$ cat config.mk
export PLATFORM = sky130hd
export DESIGN_NAME = fp_round_pack_flat
export DESIGN_NICKNAME = d
export VERILOG_FILES = /design/src/rtl/fp_round_pack_pkg.sv /design/src/rtl/fp_round_pack_if.sv /design/src/rtl/fp_round_pack_round.sv /design/src/rtl/fp_round_pack.sv /design/src/flat_wrapper.sv
export SDC_FILE = /design/constraint.sdc
export NUM_CORES = 1
export LEC_CHECK = 0
export BUFFER_PORTS_ARGS = -buffer_cell sky130_fd_sc_hd__buf_2
export CAP_MARGIN = 20
export CELL_PAD_IN_SITES_DETAIL_PLACEMENT = 1
export CELL_PAD_IN_SITES_GLOBAL_PLACEMENT = 1
export CORE_ASPECT_RATIO = 0.6
export CORE_MARGIN = 2
export CORE_UTILIZATION = 39
export CTS_CLUSTER_DIAMETER = 40
export DETAILED_ROUTE_END_ITERATION = 16
export GPL_ROUTABILITY_DRIVEN = 0
export HOLD_SLACK_MARGIN = 0.05
export PLACE_DENSITY_LB_ADDON = 0.05
export SYNTH_ARGS = -nofsm -noshare
export SYNTH_HDL_FRONTEND = slang
export SYNTH_SLANG_ARGS = --single-unit
$ cat constraint.sdc
create_clock -name clk -period 1.6 [get_ports clk]
set_input_delay 0.32 -clock clk [delete_from_list [all_inputs] [get_ports clk]]
set_output_delay 0.32 -clock clk [all_outputs]
set_load 0.005 [all_outputs]
$ cat src/rtl/fp_round_pack_pkg.sv
// Shared types for the fp_round_pack float packer (package fp_pkg).
// FP_ROUND_RNE_EN adds the sticky field needed for round-to-nearest-even.
package fp_pkg;
   localparam int MAG_W = 11;
   localparam int EXP_W = 3;
   localparam int SIG_W = 4;
   localparam int E_MAX = 2**EXP_W - 1;
   localparam int FP_W  = 1 + EXP_W + SIG_W;

   typedef struct packed {
      logic             sign;
      logic [EXP_W-1:0] exp;
      logic [SIG_W-1:0] sig;
   } fp8_t;

   typedef struct packed {
      logic             sign;
      logic [EXP_W-1:0] exp;
      logic [SIG_W-1:0] sig;
      logic             r;
`ifdef FP_ROUND_RNE_EN
      logic             sticky;
`endif
   } s1_t;
endpackage

$ cat src/rtl/fp_round_pack_if.sv
// Valid/ready stream bundle for fp_round_pack: magnitude sample in, packed float out.
interface fp_round_pack_if;
   import fp_pkg::*;

   logic             in_valid;
   logic             in_ready;
   logic             in_sign;
   logic [MAG_W-1:0] in_mag;
   logic [EXP_W-1:0] in_exp;
   logic             out_valid;
   logic             out_ready;
   logic [FP_W-1:0]  out_fp;
   logic             out_sat;

   modport master (
      output in_valid, in_sign, in_mag, in_exp, out_ready,
      input  in_ready, out_valid, out_fp, out_sat
   );

   modport slave (
      input  in_valid, in_sign, in_mag, in_exp, out_ready,
      output in_ready, out_valid, out_fp, out_sat
   );
endinterface

$ cat src/rtl/fp_round_pack_round.sv
// fp_round: combinational round, exponent carry and saturation of a stage-1 sample.
// FP_ROUND_RNE_EN selects round-to-nearest-even instead of round-half-up.
module fp_round
   import fp_pkg::*;
(
   input  s1_t  s1,
   output fp8_t fp,
   output logic sat
);

   function automatic logic round_up(input s1_t s);
`ifdef FP_ROUND_RNE_EN
      return s.r && (s.sticky || s.sig[0]);
`else
      return s.r;
`endif
   endfunction

   always_comb begin
      fp.sign = s1.sign;
      fp.exp  = s1.exp;
      fp.sig  = s1.sig;
      sat     = 1'b0;
      if (round_up(s1)) begin
         if (s1.sig == {SIG_W{1'b1}}) begin
            // At E_MAX the all-ones significand is already the clamp value
            if (s1.exp == EXP_W'(E_MAX)) begin
               sat = 1'b1;
            end else begin
               fp.sig = {1'b1, {(SIG_W-1){1'b0}}};
               fp.exp = s1.exp + 1'b1;
            end
         end else begin
            fp.sig = s1.sig + 1'b1;
         end
      end
   end

endmodule

$ cat src/rtl/fp_round_pack.sv
// fp_round_pack: two-stage valid/ready pipeline extracting, rounding and packing an 8-bit float.
// Build option FP_ROUND_RNE_EN enables round-to-nearest-even.
module fp_round_pack
   import fp_pkg::*;
(
   input  logic              clk,
   input  logic              rst_n,
   fp_round_pack_if.slave    bus
);

   logic           vld_p1;
   s1_t            s1_p1;
   s1_t            s1_d;
   logic           vld_p2;
   fp8_t           fp_p2;
   logic           sat_p2;
   fp8_t           fp_d;
   logic           sat_d;
   logic           accept;
   logic           advance;
   logic [SIG_W:0] fr;

   assign bus.in_ready = !vld_p1 || !vld_p2 || bus.out_ready;
   assign accept       = bus.in_valid && bus.in_ready;
   assign advance      = vld_p1 && (!vld_p2 || bus.out_ready);

   // Appending a zero below the LSB makes the round bit fall out as 0 when E==0
   assign fr = (SIG_W+1)'({bus.in_mag, 1'b0} >> bus.in_exp);

`ifdef FP_ROUND_RNE_EN
   logic [MAG_W-1:0] sticky_mask;
   assign sticky_mask = (~({MAG_W{1'b1}} << bus.in_exp)) >> 1;
`endif

   always_comb begin
      s1_d.sign   = bus.in_sign;
      s1_d.exp    = bus.in_exp;
      s1_d.sig    = fr[SIG_W:1];
      s1_d.r      = fr[0];
`ifdef FP_ROUND_RNE_EN
      s1_d.sticky = |(bus.in_mag & sticky_mask);
`endif
   end

   // ---- stage 1 register ----
   always_ff @(posedge clk) begin
      if (accept) begin
         s1_p1 <= s1_d;
      end
   end

   fp_round u_round (
      .s1  (s1_p1),
      .fp  (fp_d),
      .sat (sat_d)
   );

   // ---- stage 2 / output register ----
   always_ff @(posedge clk or negedge rst_n) begin
      if (!rst_n) begin
         vld_p1 <= 1'b0;
         vld_p2 <= 1'b0;
         fp_p2  <= '0;
         sat_p2 <= 1'b0;
      end else begin
         if (accept) begin
            vld_p1 <= 1'b1;
         end else if (advance) begin
            vld_p1 <= 1'b0;
         end
         if (advance) begin
            vld_p2 <= 1'b1;
            fp_p2  <= fp_d;
            sat_p2 <= sat_d;
         end else if (bus.out_ready) begin
            vld_p2 <= 1'b0;
         end
      end
   end

   assign bus.out_valid = vld_p2;
   assign bus.out_fp    = fp_p2;
   assign bus.out_sat   = sat_p2;

endmodule

$ cat src/flat_wrapper.sv
// flat-port wrapper written by rule: the top's interface ports become plain ports
module fp_round_pack_flat import fp_pkg::*;
  (clk, rst_n, bus_in_valid, bus_in_sign, bus_in_mag, bus_in_exp, bus_out_ready, bus_in_ready, bus_out_valid, bus_out_fp, bus_out_sat);
  fp_round_pack_if bus_i ();
  input  logic clk;
  input  logic rst_n;
  input wire logic [$bits(bus_i.in_valid)-1:0] bus_in_valid;
  input wire logic [$bits(bus_i.in_sign)-1:0] bus_in_sign;
  input wire logic [$bits(bus_i.in_mag)-1:0] bus_in_mag;
  input wire logic [$bits(bus_i.in_exp)-1:0] bus_in_exp;
  input wire logic [$bits(bus_i.out_ready)-1:0] bus_out_ready;
  output wire logic [$bits(bus_i.in_ready)-1:0] bus_in_ready;
  output wire logic [$bits(bus_i.out_valid)-1:0] bus_out_valid;
  output wire logic [$bits(bus_i.out_fp)-1:0] bus_out_fp;
  output wire logic [$bits(bus_i.out_sat)-1:0] bus_out_sat;
  assign bus_i.in_valid = bus_in_valid;
  assign bus_i.in_sign = bus_in_sign;
  assign bus_i.in_mag = bus_in_mag;
  assign bus_i.in_exp = bus_in_exp;
  assign bus_i.out_ready = bus_out_ready;
  assign bus_in_ready = bus_i.in_ready;
  assign bus_out_valid = bus_i.out_valid;
  assign bus_out_fp = bus_i.out_fp;
  assign bus_out_sat = bus_i.out_sat;
  fp_round_pack u_core (.clk(clk), .rst_n(rst_n), .bus(bus_i));
endmodule
==> results.py <==
metrics = {
    "setup_path": {
        "max_stage_delay_ps": 390,
        "crit_type": "reg2reg",
        "reg2reg_slack_ps": 150,
        "rr_startpoint": "u_core.s1_p1[2]$_DFFE_PP_",
        "timing.critical_path.required_ps": 1750,
        "rr_worst_depth": 5,
        "path_buf_inv": 0,
        "cp_top_family": "flip-flops",
        "cp_slowest_cell": "edfxtp_1",
        "critPathMaxFanout": 5,
        "arrival_ps": 1600,
        "worstSetupStartpointType": "flip-flop",
        "r2r_end": "u_core.bus.out_fp[5]$_DFFE_PN0P_",
        "crit_chain": "ha_2 -> nand4_1 -> a21oi_2 -> mux2i_1 -> o21ai_1",
        "end_kind": "flip-flop",
    },
    "worst_hold_path": {
        "whs_endpoint": "u_core.s1_p1[8]$_DFFE_PP_",
        "whs_path_depth": 1,
        "worstHoldPathType": "in2reg",
        "hp-start": "bus_in_sign",
    },
    "yosys": {
        "synth_top_cell_area_share_pct": 25.32,
        "ys_warn_count": 0,
        "synthCells": 90,
        "syn_nets": 111,
        "async_flop_share_pct": 55.00,
        "yosysSeqAreaShare_pct": 50.17,
        "yosys-top-cells-area": "dfrtp_1, edfxtp_1, mux2_4, mux4_2, nand2_1",
        "synthFlopType": "dfrtp_1",
        "synth_edf_count": 9,
        "synth_area_mm2": 0.001087,
        "synth_common_cells": "nand2_1, dfrtp_1, edfxtp_1",
        "yosysUniqueCellTypes": 26,
        "ys_ff_latch": 20,
        "synth.avg_cell_area_um2": 12.08,
        "synth.most_common_cell": "nand2_1",
        "yosys.area.top_type": "dfrtp_1",
    },
    "finish": {
        "seqCellArea_um2": 545.5,
        "nets": 147,
        "n_antenna_cell": 0,
        "fillCellCount": 284,
        "stdcell_area_mm2": 0.001340,
        "areaGrowthSynthToFinish_pct": 23.25,
        "drive_gt1_share_pct": 40.80,
        "multi_input_area_um2": 513.0,
    },
    "die": {
        "fp.coreArea_mm2": 0.002575,
        "pin_count": 30,
        "dieArea_mm2": 0.003240,
        "initial_utilization_pct": 42.23,
        "die_w_um": 72.17,
        "std_cell_rows": 14,
        "die_y_um": 44.90,
    },
    "grt": {
        "grtUsageTotal_pct": 18.77,
        "antenna_found_initial": 0,
        "grt.overflow.total": 0,
        "grt_max_degree": 12,
        "grt_pass1_wl_um": 4416,
        "grt_pass1_vias": 897,
    },
    "routing": {
        "ant_nets": 0,
        "wl_um": 2700,
        "drt_iter0_markers": 43,
        "drc": 0,
        "wl_per_cell_um": 17.20,
        "dr.pass1.iters": 4,
        "num_vias": 849,
        "viasPerCell": 5.408,
    },
    "sta": {
        "setup_viol": 0,
        "rsz0062_at_grt": "false",
        "fin_skew_ps": 2.680,
        "tightest_slew_ps": 306.0,
        "timing.hold.ws_ps": 231.7,
        "final.setup.tns_ps": 0,
        "clock.fmax_mhz": 687.4,
        "finalWorstSetupSlack_ps": 145.3,
        "finalMaxSlewViolations": 0,
        "max-slew-margin-rel_pct": 79.60,
        "min_period_over_period_pct": 90.92,
        "hold_viol": 0,
        "period_needed_ps": 1455,
    },
    "power_and_ir_drop": {
        "p_per_area_mw_per_mm2": 940.9,
        "power.leakage_uw": 0.0006076,
        "power_uw": 1261,
        "peakVddDrop_mv": 0.4461,
    },
    "cts": {
        "clk_path_buf_depth": 2,
        "cts.sinks": 20,
        "cts_root_buf": "clkbuf_8",
        "path_clk_slew_ps": 70,
        "cts_tree": "yes",
        "cts_buffers": 3,
        "clk_latency_ps": 260,
        "h-tree-depth": 1,
    },
    "run_status": {
        "outcome": "complete, no violations",
    },
    "placement": {
        "placed_area_mm2": 0.001275,
        "port_buffers": 29,
        "dp_hpwl_um": 2161,
        "dp_slack_ps": -101.1,
    },
    "job": {
        "maxCapViolCount": 0,
    },
}
layout make-up:
cell class	instances	area share, %
multi-input cells	64	38.28
inverters	3	0.8403
repair buffers	34	13.82
well taps	32	2.988
clock inverters	1	0.2801
flip-flops and latches	20	40.71
clock buffers	3	3.081
through the flow:
| stage | cells | util, % |
|---|---|---|
| after floorplan | 90 | - |
| after global placement | 151 | 49.51 |
| after detailed placement | 151 | 49.51 |
| after CTS | 156 | 51.65 |
| after global routing | 157 | 52.04 |
| final | 157 | 52.04 |
sequential cells by signal (all words and copies together) (netlist names):
signal	count
u_core.vld_p1	1
u_core.bus.out_valid	1
u_core.bus.out_sat	1
u_core.bus.out_fp	8
u_core.s1_p1	9
worst max-delay path by stage:
stage	from	end	slack, ps	cells past startpoint
global placement	bus_in_exp[1]	u_core.s1_p1[3]$_DFFE_PP_	-50	3
global route	u_core.s1_p1[1]$_DFFE_PP_	u_core.bus.out_fp[5]$_DFFE_PN0P_	30	5
CTS	u_core.s1_p1[1]$_DFFE_PP_	u_core.bus.out_fp[5]$_DFFE_PN0P_	70	5
detailed placement	bus_in_exp[1]	u_core.s1_p1[3]$_DFFE_PP_	-100	3
floorplan	bus_in_exp[1]	u_core.s1_p1[3]$_DFFE_PP_	120	3
finish	u_core.s1_p1[2]$_DFFE_PP_	u_core.bus.out_fp[5]$_DFFE_PN0P_	150	5
placed cells by master, fill, tap and decap left out, types with 3 or more instances in the layout:
master    netlist  layout
buf_2           1      29
nand2b_1        3       3
nand3_1         3       3
mux4_2          3       3
clkbuf_8        0       3
o21ai_1         7       7
nand2_1        12      12
buf_4           0       4
a21oi_1         5       5
nand4_1         3       3
mux2_4          8       8
edfxtp_1        9       9
inv_1           3       3
dfrtp_1        11      11
mux2i_1         3       3
o31ai_1         3       3
where the power goes:
group | internal, µW | total (µW) | switching [µW]
registers | 605 | 649 | 43.4
logic | 142 | 273 | 131
clock network | 171 | 339 | 168
repair_timing:
| item | in CTS | in global routing |
|---|---|---|
| endpoints found under the hold margin | 11 | 0 |
| buffers inserted | 0 | 1 |
| hold buffers | 1 | 0 |
| setup endpoints to repair | 0 | 1 |
| resized for setup | 0 | 1 |
metal layers:
layer  track usage, %  up-vias  share of wire [%]
met5                0        -                  0
met4            4.528        0                1.2
met3            5.804        6                4.9
met2            30.64       21                 47
met1            24.86      419                 47
li1                 -      403                  -
logic make-up after synthesis:
logic type                 Yosys count  synth area share [%]
AOI/OAI and AO/OA                   18                 9.666
DFF                                 20                 50.17
muxes                               16                 22.09
xor gates and xnor gates             1                0.8057
and+or+nand+nor                     27                 12.08
buffers and inverters                6                 2.876
adders and majority gates            2                 2.301
No activity file was read; power rests on OpenSTA's default activity.
